--- config.mk ---
export PLATFORM = sky130hd
export DESIGN_NAME = led_pattern_engine
export DESIGN_NICKNAME = d
export VERILOG_FILES = /design/src/rtl/led_pkg.sv /design/src/rtl/led_tick_gen.sv /design/src/rtl/led_pattern_engine.sv
export SDC_FILE = /design/constraint.sdc
export NUM_CORES = 1
export LEC_CHECK = 0
export CORE_MARGIN = 2
export CORE_UTILIZATION = 50
export CTS_BUF_LIST = sky130_fd_sc_hd__clkbuf_8
export CTS_CLUSTER_SIZE = 12
export DETAILED_ROUTE_END_ITERATION = 8
export DONT_BUFFER_PORTS = 1
export PLACE_DENSITY_LB_ADDON = 0.1
export REMOVE_ABC_BUFFERS = 1
export SKIP_LAST_GASP = 1
export SLEW_MARGIN = 5
export SYNTH_ARGS = -nofsm -noshare
export SYNTH_HDL_FRONTEND = slang
export SYNTH_SLANG_ARGS = --single-unit
--- constraint.sdc ---
create_clock -name i_clk -period 2.45 [get_ports i_clk]
set_input_delay 0.49 -clock i_clk [delete_from_list [all_inputs] [get_ports i_clk]]
set_output_delay 0.49 -clock i_clk [all_outputs]
set_load 0.005 [all_outputs]
--- src/rtl/led_pkg.sv ---
// Shared types and constants for the LED pattern engine family.
package led_pkg;

  typedef enum logic [1:0] {
    MODE_BOUNCE = 2'b00,
    MODE_UPDOWN = 2'b01,
    MODE_SCAN   = 2'b10,
    MODE_OFF    = 2'b11
  } mode_e;

  typedef enum logic {
    DIR_UP   = 1'b0,
    DIR_DOWN = 1'b1
  } dir_e;

  localparam logic [1:0] UD_INCR = 2'b01;
  localparam logic [1:0] UD_DECR = 2'b10;

endpackage

--- src/rtl/led_tick_gen.sv ---
// Divides i_clk down to a one-cycle tick every TICK_PERIOD cycles; i_clear restarts the period.
module led_tick_gen #(
  parameter int TICK_PERIOD = 6250000
) (
  input  logic i_clk,
  input  logic i_rst_n,
  input  logic i_clear,
  output logic o_tick
);

  localparam int CW = $clog2(TICK_PERIOD);
  localparam logic [CW-1:0] LAST = CW'(TICK_PERIOD - 1);

  logic [CW-1:0] cnt_q;

  assign o_tick = (cnt_q == LAST);

  always_ff @(posedge i_clk or negedge i_rst_n) begin
    if (!i_rst_n) begin
      cnt_q <= '0;
    end else if (i_clear || o_tick) begin
      cnt_q <= '0;
    end else begin
      cnt_q <= cnt_q + CW'(1);
    end
  end

endmodule

--- src/rtl/led_pattern_engine.sv ---
// LED bar pattern generator: bounce / up-down level / scanner / off, stepped on a divided
// tick, with global PWM brightness applied to the registered LED outputs.
module led_pattern_engine
  import led_pkg::*;
#(
  parameter int N_LEDS      = 16,
  parameter int TICK_PERIOD = 6250000,
  parameter int PWM_W       = 4
) (
  input  logic              i_clk,
  input  logic              i_rst_n,
  input  logic [1:0]        i_mode,
  input  logic [1:0]        i_ud_cmd,
  input  logic [PWM_W-1:0]  i_brightness,
  output logic [N_LEDS-1:0] o_leds,
  output logic              o_step
);

  localparam int H  = N_LEDS / 2;
  localparam int PW = $clog2(N_LEDS);
  localparam int LW = $clog2(N_LEDS + 1);
  localparam logic [PW-1:0] POS_LAST  = PW'(N_LEDS - 1);
  localparam logic [LW-1:0] LEVEL_MAX = LW'(N_LEDS);

  mode_e             mode_q;
  dir_e              dir_q;
  logic [PW-1:0]     pos_q;
  logic [LW-1:0]     level_q;
  logic [PWM_W-1:0]  pwm_q;
  logic              step_q;
  logic [N_LEDS-1:0] leds_q;
  logic [N_LEDS-1:0] pattern;
  logic              tick;
  logic              pwm_en;
  mode_e             mode_in;
  logic              mode_chg;

  assign mode_in  = mode_e'(i_mode);
  assign mode_chg = (mode_in != mode_q);
  assign pwm_en   = (pwm_q < i_brightness) || (&i_brightness);
  assign o_leds   = leds_q;
  assign o_step   = step_q;

  led_tick_gen #(
    .TICK_PERIOD(TICK_PERIOD)
  ) u_tick_gen (
    .i_clk  (i_clk),
    .i_rst_n(i_rst_n),
    .i_clear(mode_chg),
    .o_tick (tick)
  );

  always_comb begin
    pattern = '0;
    for (int i = 0; i < N_LEDS; i++) begin
      case (mode_q)
        MODE_BOUNCE: begin
          if (int'(pos_q) < H) pattern[i] = (i <= H - 1) && (i >= int'(pos_q));
          else                 pattern[i] = (i >= H) && (i <= int'(pos_q));
        end
        MODE_UPDOWN: pattern[i] = (i >= N_LEDS - int'(level_q));
        MODE_SCAN:   pattern[i] = (i == int'(pos_q));
        default:     pattern[i] = 1'b0;
      endcase
    end
  end

  // A mode change wins over a coincident tick: the new pattern always starts from a clean step.
  always_ff @(posedge i_clk or negedge i_rst_n) begin
    if (!i_rst_n) begin
      mode_q  <= MODE_BOUNCE;
      dir_q   <= DIR_UP;
      pos_q   <= '0;
      level_q <= '0;
      pwm_q   <= '0;
      step_q  <= 1'b0;
      leds_q  <= '0;
    end else begin
      pwm_q  <= pwm_q + PWM_W'(1);
      leds_q <= pattern & {N_LEDS{pwm_en}};
      step_q <= 1'b0;
      if (mode_chg) begin
        mode_q <= mode_in;
        pos_q  <= '0;
        dir_q  <= DIR_UP;
      end else if (tick) begin
        case (mode_q)
          MODE_BOUNCE, MODE_SCAN: begin
            step_q <= 1'b1;
            if (dir_q == DIR_UP) begin
              if (pos_q == POS_LAST) begin
                pos_q <= POS_LAST - PW'(1);
                dir_q <= DIR_DOWN;
              end else begin
                pos_q <= pos_q + PW'(1);
              end
            end else begin
              if (pos_q == '0) begin
                pos_q <= PW'(1);
                dir_q <= DIR_UP;
              end else begin
                pos_q <= pos_q - PW'(1);
              end
            end
          end
          MODE_UPDOWN: begin
            step_q <= 1'b1;
            if (i_ud_cmd == UD_INCR && level_q != LEVEL_MAX) level_q <= level_q + LW'(1);
            else if (i_ud_cmd == UD_DECR && level_q != '0)   level_q <= level_q - LW'(1);
          end
          default: ;
        endcase
      end
    end
  end

endmodule
==> summary.md, run 1 <==
| Metric | Value |
|---|---|
| Outcome | `completed` |
| Critical Path RT | `2650 ps` |
| Max Freq | `432.4 MHz` |
| Root Driver | `clkbuf_8` |
| Initial DRC Count | `165` |
| EDFF count, synth | `0` |
| Type of origin of the critical path | `flop` |
| Critical-path top delay cell | `dfrtp_1` |
| Final Hold Viols | `0` |
| Placer congestion estimate | `0.8442` |
| Pin count of the biggest net entering global routing | `57` |
| Area of the multi-input gates | `1740 um2` |
| Commonest non-fill, non-tap cell in the layout | `dfrtp_1` |
| CP Data Arrival Time | `2510 ps` |
| Post-synth cell types | `48` |
| # DRC | `0` |
| Die Wd | `84.83 um` |
| #FFs+latches synth | `56` |
| I/O pin cnt | `27` |
| DRT Wirelength | `6.495 mm` |
| DP HPWL | `4.552 mm` |
| Sequential area share after synthesis | `0.4290` |
| Total grt overflow | `0` |
| Synth Instances | `352` |
| Avg WL per Cell | `14.93 um` |
| Final setup vio count | `0` |
| Std cell rows | `29` |
| DIE HEIGHT | `84.83 um` |
| Core area | `6350 um2` |
| Final ANT Viol Nets | `0` |
| Worst-path maximum fanout | `4` |
| Reg area | `1401 um2` |
| Synthesized cell area | `3267 um2` |
| FILL cells | `560` |
| Worst-margin pin slew | `599.6 ps` |
| Vias | `2,439` |
| Initial antenna violation count | `0` |
| Worst Setup End Kind | `flop` |
| Syn_area_per_cell | `9.281 um2` |
| Port bufs | `0` |
| Initial Util | `0.5145` |
| Via density | `5.607` |
| Leakage power | `1.593 nW` |
| Fin Setup TNS | `0 ps` |
| Synth Flop Type | `dfrtp_1` |
| Setup WS post-layout | `137.4 ps` |
| Vias in the first global route | `2,395` |
| Die area | `7196 um2` |
| Clock sink total | `56` |
| Area growth, synth to finish | `9.345%` |
| TritonCTS buffer count | `5` |
| Drt pass-1 iters | `4` |
| H-tree depth | `2` |
| Layout Skew | `6.009 ps` |
| Nets | `385` |
| Gr usage total | `0.1950` |
| Asr flop ratio synth | `1.000` |
| Reg clk slew, reported paths | `90 ps` |
| Clk buf depth | `2` |
| # diodes | `0` |
| Share of cells above drive strength 1 | `0.1313` |
| Synthesis Warnings | `0` |
| Max-Cap Viols | `0` |
| Slowest stage delay, CP | `370 ps` |
| Maximum VDD drop | `0.0002506 V` |
| Part of the cycle the worst path needs | `0.9439` |
| CP Class | `flop to flop` |
| Pins Over Slew Limit | `0` |
| CTS tree | `yes` |
| Worst skew pair latency | `310 ps` |
| Pwr Total | `1.604 mW` |
| First-pass GRT wire length | `11.46 mm` |
| Buffers & Inverters on Critical Path | `2` |
| Worst Hold Class | `primary input to asynchronous set/reset pin` |
| Crit path cell chain | `inv_2 -> ha_4 -> nor3b_4 -> ha_2 -> nor2_2 -> and2_4 -> inv_4 -> fa_2 -> a21o_1 -> a21oi_2 -> xnor2_1 -> nor3_2 -> xnor2_1` |
| Slew Limit Headroom | `0.5984` |
| DP Worst Slack | `-9.876 ps` |
| CP delay by family, top | `adder cells` |
| Most frequent CP cell | `xnor2_1` |
| Power density over cell area | `448.9 nW/um2` |
| Min Tclk post-route | `2313 ps` |
| Most frequent cells in the layout | `dfrtp_1 (56), nor2_1 (44), xor2_1 (22)` |
-- per-stage QoR --
step | std cells | cell area, um2 | hold slack, ps | util
floorplan | 331 | 3173 | 194.4 | -
global placement | 425 | 3402 | 195.7 | 0.5358
detailed placement | 425 | 3402 | 195.7 | 0.5358
CTS | 434 | 3532 | 35.16 | 0.5563
global route | 435 | 3572 | 42.60 | 0.5626
finish | 435 | 3572 | 26.01 | 0.5626
-- synth_stat cells, types with 3 or more instances --
cell type	n	share of area
nand2b_1	4	0.0077
and4_1	4	0.011
o21ai_0	12	0.018
dfrtp_1	56	0.43
a22oi_1	7	0.016
nand4_1	6	0.011
mux2_4	3	0.014
xor2_1	22	0.059
xnor2_1	11	0.029
nor2_1	45	0.052
nor3_1	9	0.014
and3_1	3	0.0057
clkbuf_1	19	0.022
or3_1	3	0.0057
a31oi_1	7	0.013
o31ai_1	5	0.011
mux2i_1	5	0.015
a21o_1	5	0.011
ha_1	17	0.065
nand3_1	19	0.029
inv_1	21	0.024
nand2_1	17	0.020
a21oi_1	21	0.032
-- worst paths after layout --
path	startpoint	end	slack (ps)	depth (start not counted)
max	level_q[1]	level_q[4]	140	13
min	i_rst_n	o_leds[11]	30	1
max reg2reg	level_q[1]	level_q[4]	140	13
min reg2reg	pwm_q[0]	pwm_q[0]	470	1
max in group asynchronous	i_rst_n	dir_q	2170	1
min in group i_clk	i_mode[1]	mode_q[1]	200	0
-- cell type report --
| type | instances | area share |
|---|---|---|
| Tap cell | 77 | 0.02697 |
| Clock buffer | 6 | 0.02312 |
| Inverter | 21 | 0.02277 |
| Clock inverter | 2 | 0.002102 |
| Multi-Input combinational cell | 254 | 0.4872 |
| Sequential cell | 56 | 0.3923 |
| Timing Repair Buffer | 19 | 0.04553 |
-- logic make-up after synthesis --
group                      Yosys count  synth area share
adders and majority gates           18           0.07124
xor gates and xnor gates            33           0.08847
DFF                                 56            0.4290
AOI/OAI and AO/OA                   70            0.1367
buffers and inverters               42           0.05285
muxes                                9           0.03255
and+or+nand+nor                    124            0.1892
-- layer usage --
| layer | share of wire | global-route usage |
|---|---|---|
| met3 | 0.025 | 0.03599 |
| met1 | 0.48 | 0.2689 |
| met2 | 0.48 | 0.3178 |
| met5 | 0 | 0 |
| met4 | 0.014 | 0.05483 |
-- flip-flops by register name, summed over array words and instances, names as in the netlist --
name	cells
u_tick_gen.cnt_q	23
level_q	5
dir_q	1
mode_q	2
o_leds	16
pwm_q	4
o_step	1
pos_q	4
-- worst reg2reg max path: stages, from the launching register on --
cell	delay (ps)
dfrtp_1	370
inv_2	60
ha_4	160
nor3b_4	140
ha_2	170
nor2_2	90
and2_4	160
inv_4	40
fa_2	360
a21o_1	190
a21oi_2	130
xnor2_1	140
nor3_2	60
xnor2_1	140
-- report_power, final --
group,total (mW),switching [mW],leakage [nW],internal (mW)
clock,0.511,0.288,0.0538,0.223
combinational,0.134,0.0848,0.795,0.0497
sequential,0.958,0.0119,0.744,0.946
-- timing repair --
action,4_1_cts,5_1_grt
endpoints found under the hold margin,56,0
pin swaps,1,9
setup endpoints to repair,2,4
hold buffers,1,0
setup buffers,0,1
resized for setup,3,11
gates cloned,0,0
Power figures use the tool's default switching activity.
==> run 2: changes to the inputs <==
--- a/config.mk
+++ b/config.mk
@@ -13,2 +13,3 @@
 export DONT_BUFFER_PORTS = 1
+export GPL_TIMING_DRIVEN = 0
 export PLACE_DENSITY_LB_ADDON = 0.1
==> constraint.sdc (replaced) <==
create_clock -name i_clk -period 2.45 [get_ports i_clk]
set_input_delay 0.3675 -clock i_clk [delete_from_list [all_inputs] [get_ports i_clk]]
set_output_delay 0.3675 -clock i_clk [all_outputs]
set_load 0.005 [all_outputs]
==> run 2 against run 1 <==
  * Fmax decreased by 3.4%
  * Global-route usage increased by 0.28 points
  * Clock skew increased by 3.8 ps
  * Die area unchanged
  * Clock power increased by 2%
  * Core utilization decreased by 0.77 points
  * Register-to-register slack got worse by 80 ps
  * Hold slack improved by 50 ps
==> summary.md, run 2 (same netlist as run 1, synthesis figures left out) <==
| Metric | Value |
|---|---|
| Max FFs per register | `23` |
| Slew Limit Headroom | `0.3979` |
| Max Freq | `417.6 MHz` |
| Area after DPL | `3291 um2` |
| Via density | `5.695` |
| Worst skew pair latency | `310 ps` |
| DP HPWL | `4.384 mm` |
| R2R depth | `13` |
| # diodes | `0` |
| Final core occ | `0.5549` |
| Nets | `373` |
| Share of cells above drive strength 1 | `0.1127` |
| Worst Hold Class | `primary input to flop` |
| Placer congestion estimate | `0.8121` |
| CP Class | `flop to flop` |
| Pin count of the biggest net entering global routing | `57` |
| Most frequent cells in the layout | `dfrtp_1 (52), nor2_1 (45), xor2_1 (22)` |
| Critical Path RT | `2690 ps` |
| Reg with most FFs | `u_tick_gen.cnt_q` |
| Power density over cell area | `458.6 nW/um2` |
| Std cell rows | `29` |
| Cell area after layout | `3523 um2` |
| # DRC | `0` |
| Crit path cell chain | `inv_2 -> ha_4 -> nor3b_4 -> ha_1 -> nor2_1 -> and2_4 -> inv_2 -> fa_2 -> a21o_1 -> a21oi_2 -> xnor2_2 -> nor3_2 -> xnor2_1` |
| Pins Over Slew Limit | `0` |
| Leakage power | `1.542 nW` |
| Die Wd | `84.83 um` |
| Die area | `7196 um2` |
| I/O pin cnt | `27` |
| Commonest non-fill, non-tap cell in the layout | `dfrtp_1` |
| Initial antenna violation count | `0` |
| Area growth, synth to finish | `7.851%` |
| Final Hold Viols | `0` |
| Drt pass-1 iters | `4` |
| Slowest stage delay, CP | `390 ps` |
| First-pass GRT wire length | `11.65 mm` |
| Initial DRC Count | `132` |
| Clock sink total | `56` |
| RSZ-0062 raised after global routing | `true` |
| Gr usage total | `0.1979` |
| Layout Skew | `9.828 ps` |
| Worst-margin pin slew | `903.2 ps` |
| Max-Cap Viols | `0` |
| Root Driver | `clkbuf_8` |
| DRT Wirelength | `6.562 mm` |
| Part of the cycle the worst path needs | `0.9774` |
| WHS Path Cells | `0` |
| Worst-path maximum fanout | `4` |
| Final setup vio count | `0` |
| CP Data Arrival Time | `2640 ps` |
| Initial Util | `0.5145` |
| Final ANT Viol Nets | `0` |
| CTS tree | `yes` |
| DIE HEIGHT | `84.83 um` |
| Critical-path top delay cell | `dfrtp_2` |
| R2R setup slack | `60 ps` |
| Reg clk slew, reported paths | `100 ps` |
| Core area | `6350 um2` |
| Avg WL per Cell | `15.51 um` |
| Vias in the first global route | `2,427` |
| Outcome | `completed` |
| Worst Setup End Kind | `flop` |
| Vias | `2,409` |
| Total grt overflow | `0` |
| Min Tclk post-route | `2395 ps` |
| Clk buf depth | `2` |
| Most frequent CP cell | `inv_2` |
| Maximum VDD drop | `0.0002570 V` |
| H-tree depth | `2` |
| TritonCTS buffer count | `5` |
| Port bufs | `0` |
| Type of origin of the critical path | `flop` |
| Fin Setup TNS | `0 ps` |
run 2: cell types whose count changed in the layout (fill, tap and decap cells not counted), moves of 2 or more:
| cell | delta |
|---|---|
| buf_4 | -13 |
| dfrtp_2 | +4 |
| o21ai_0 | -2 |
| o21ai_1 | +2 |
| dfrtp_1 | -4 |
run 2: layout make-up:
class                      instances  area [um2]
clock buffer                       6       82.58
fill                             590        2826
multi-input combinational        254        1777
inverter                          21       78.83
tap                               77       96.34
clock inverter                     2       7.507
sequential                        56        1406
timing repair buffer               7       75.07
run 2: worst paths after layout:
kind                             from          to
min                         i_mode[1]   mode_q[1]
min reg2reg                  pwm_q[0]    pwm_q[0]
max reg2reg                level_q[1]  level_q[4]
min in group asynchronous     i_rst_n  level_q[2]
max                        level_q[1]  level_q[4]
max in group asynchronous     i_rst_n   mode_q[0]
run 2: where the power goes:
group | switching, mW | total [mW] | internal (mW)
sequential | 0.0189 | 0.965 | 0.946
combinational | 0.0800 | 0.128 | 0.0480
clock | 0.299 | 0.523 | 0.224
total | 0.398 | 1.62 | 1.22
run 2: timing repair:
action / in CTS / in global routing
resized for setup: 13 / 7
pin swaps: 2 / 3
endpoints found under the setup margin: 5 / 3
buffers inserted: 3 / 1
hold buffers: 2 / 0
endpoints found under the hold margin: 56 / 0
run 2: layer usage:
layer	track usage	vias up	routed length, um
li1	-	1204	-
met1	0.2657	1154	3109
met2	0.3300	42	3195
met3	0.03405	9	169
met4	0.05916	0	87
met5	0	-	0
run 2: critical path, delay by kind of cell (launching register included):
| kind | cells | cell delay (ps) |
|---|---|---|
| buffers and inverters | 2 | 130 |
| AO/OA/AOI/OAI | 2 | 330 |
| flip-flops | 1 | 390 |
| adder cells (fa/ha/maj) | 3 | 700 |
| XOR/XNOR | 2 | 210 |
| AND/OR/NAND/NOR | 4 | 540 |
run 2: stage by stage:
step | hold WS (ps) | cells | power, mW | setup WS [ps]
final | 75.90 | 423 | 1.616 | 55.34
after global routing | 58.71 | 423 | 1.680 | -85.80
after CTS | 68.34 | 422 | 1.624 | -27.29
after detailed placement | 72.99 | 409 | 1.079 | -546.6
after global placement | 72.97 | 408 | 1.075 | -980.7
after floorplan | 71.91 | 331 | 1.051 | -229.3
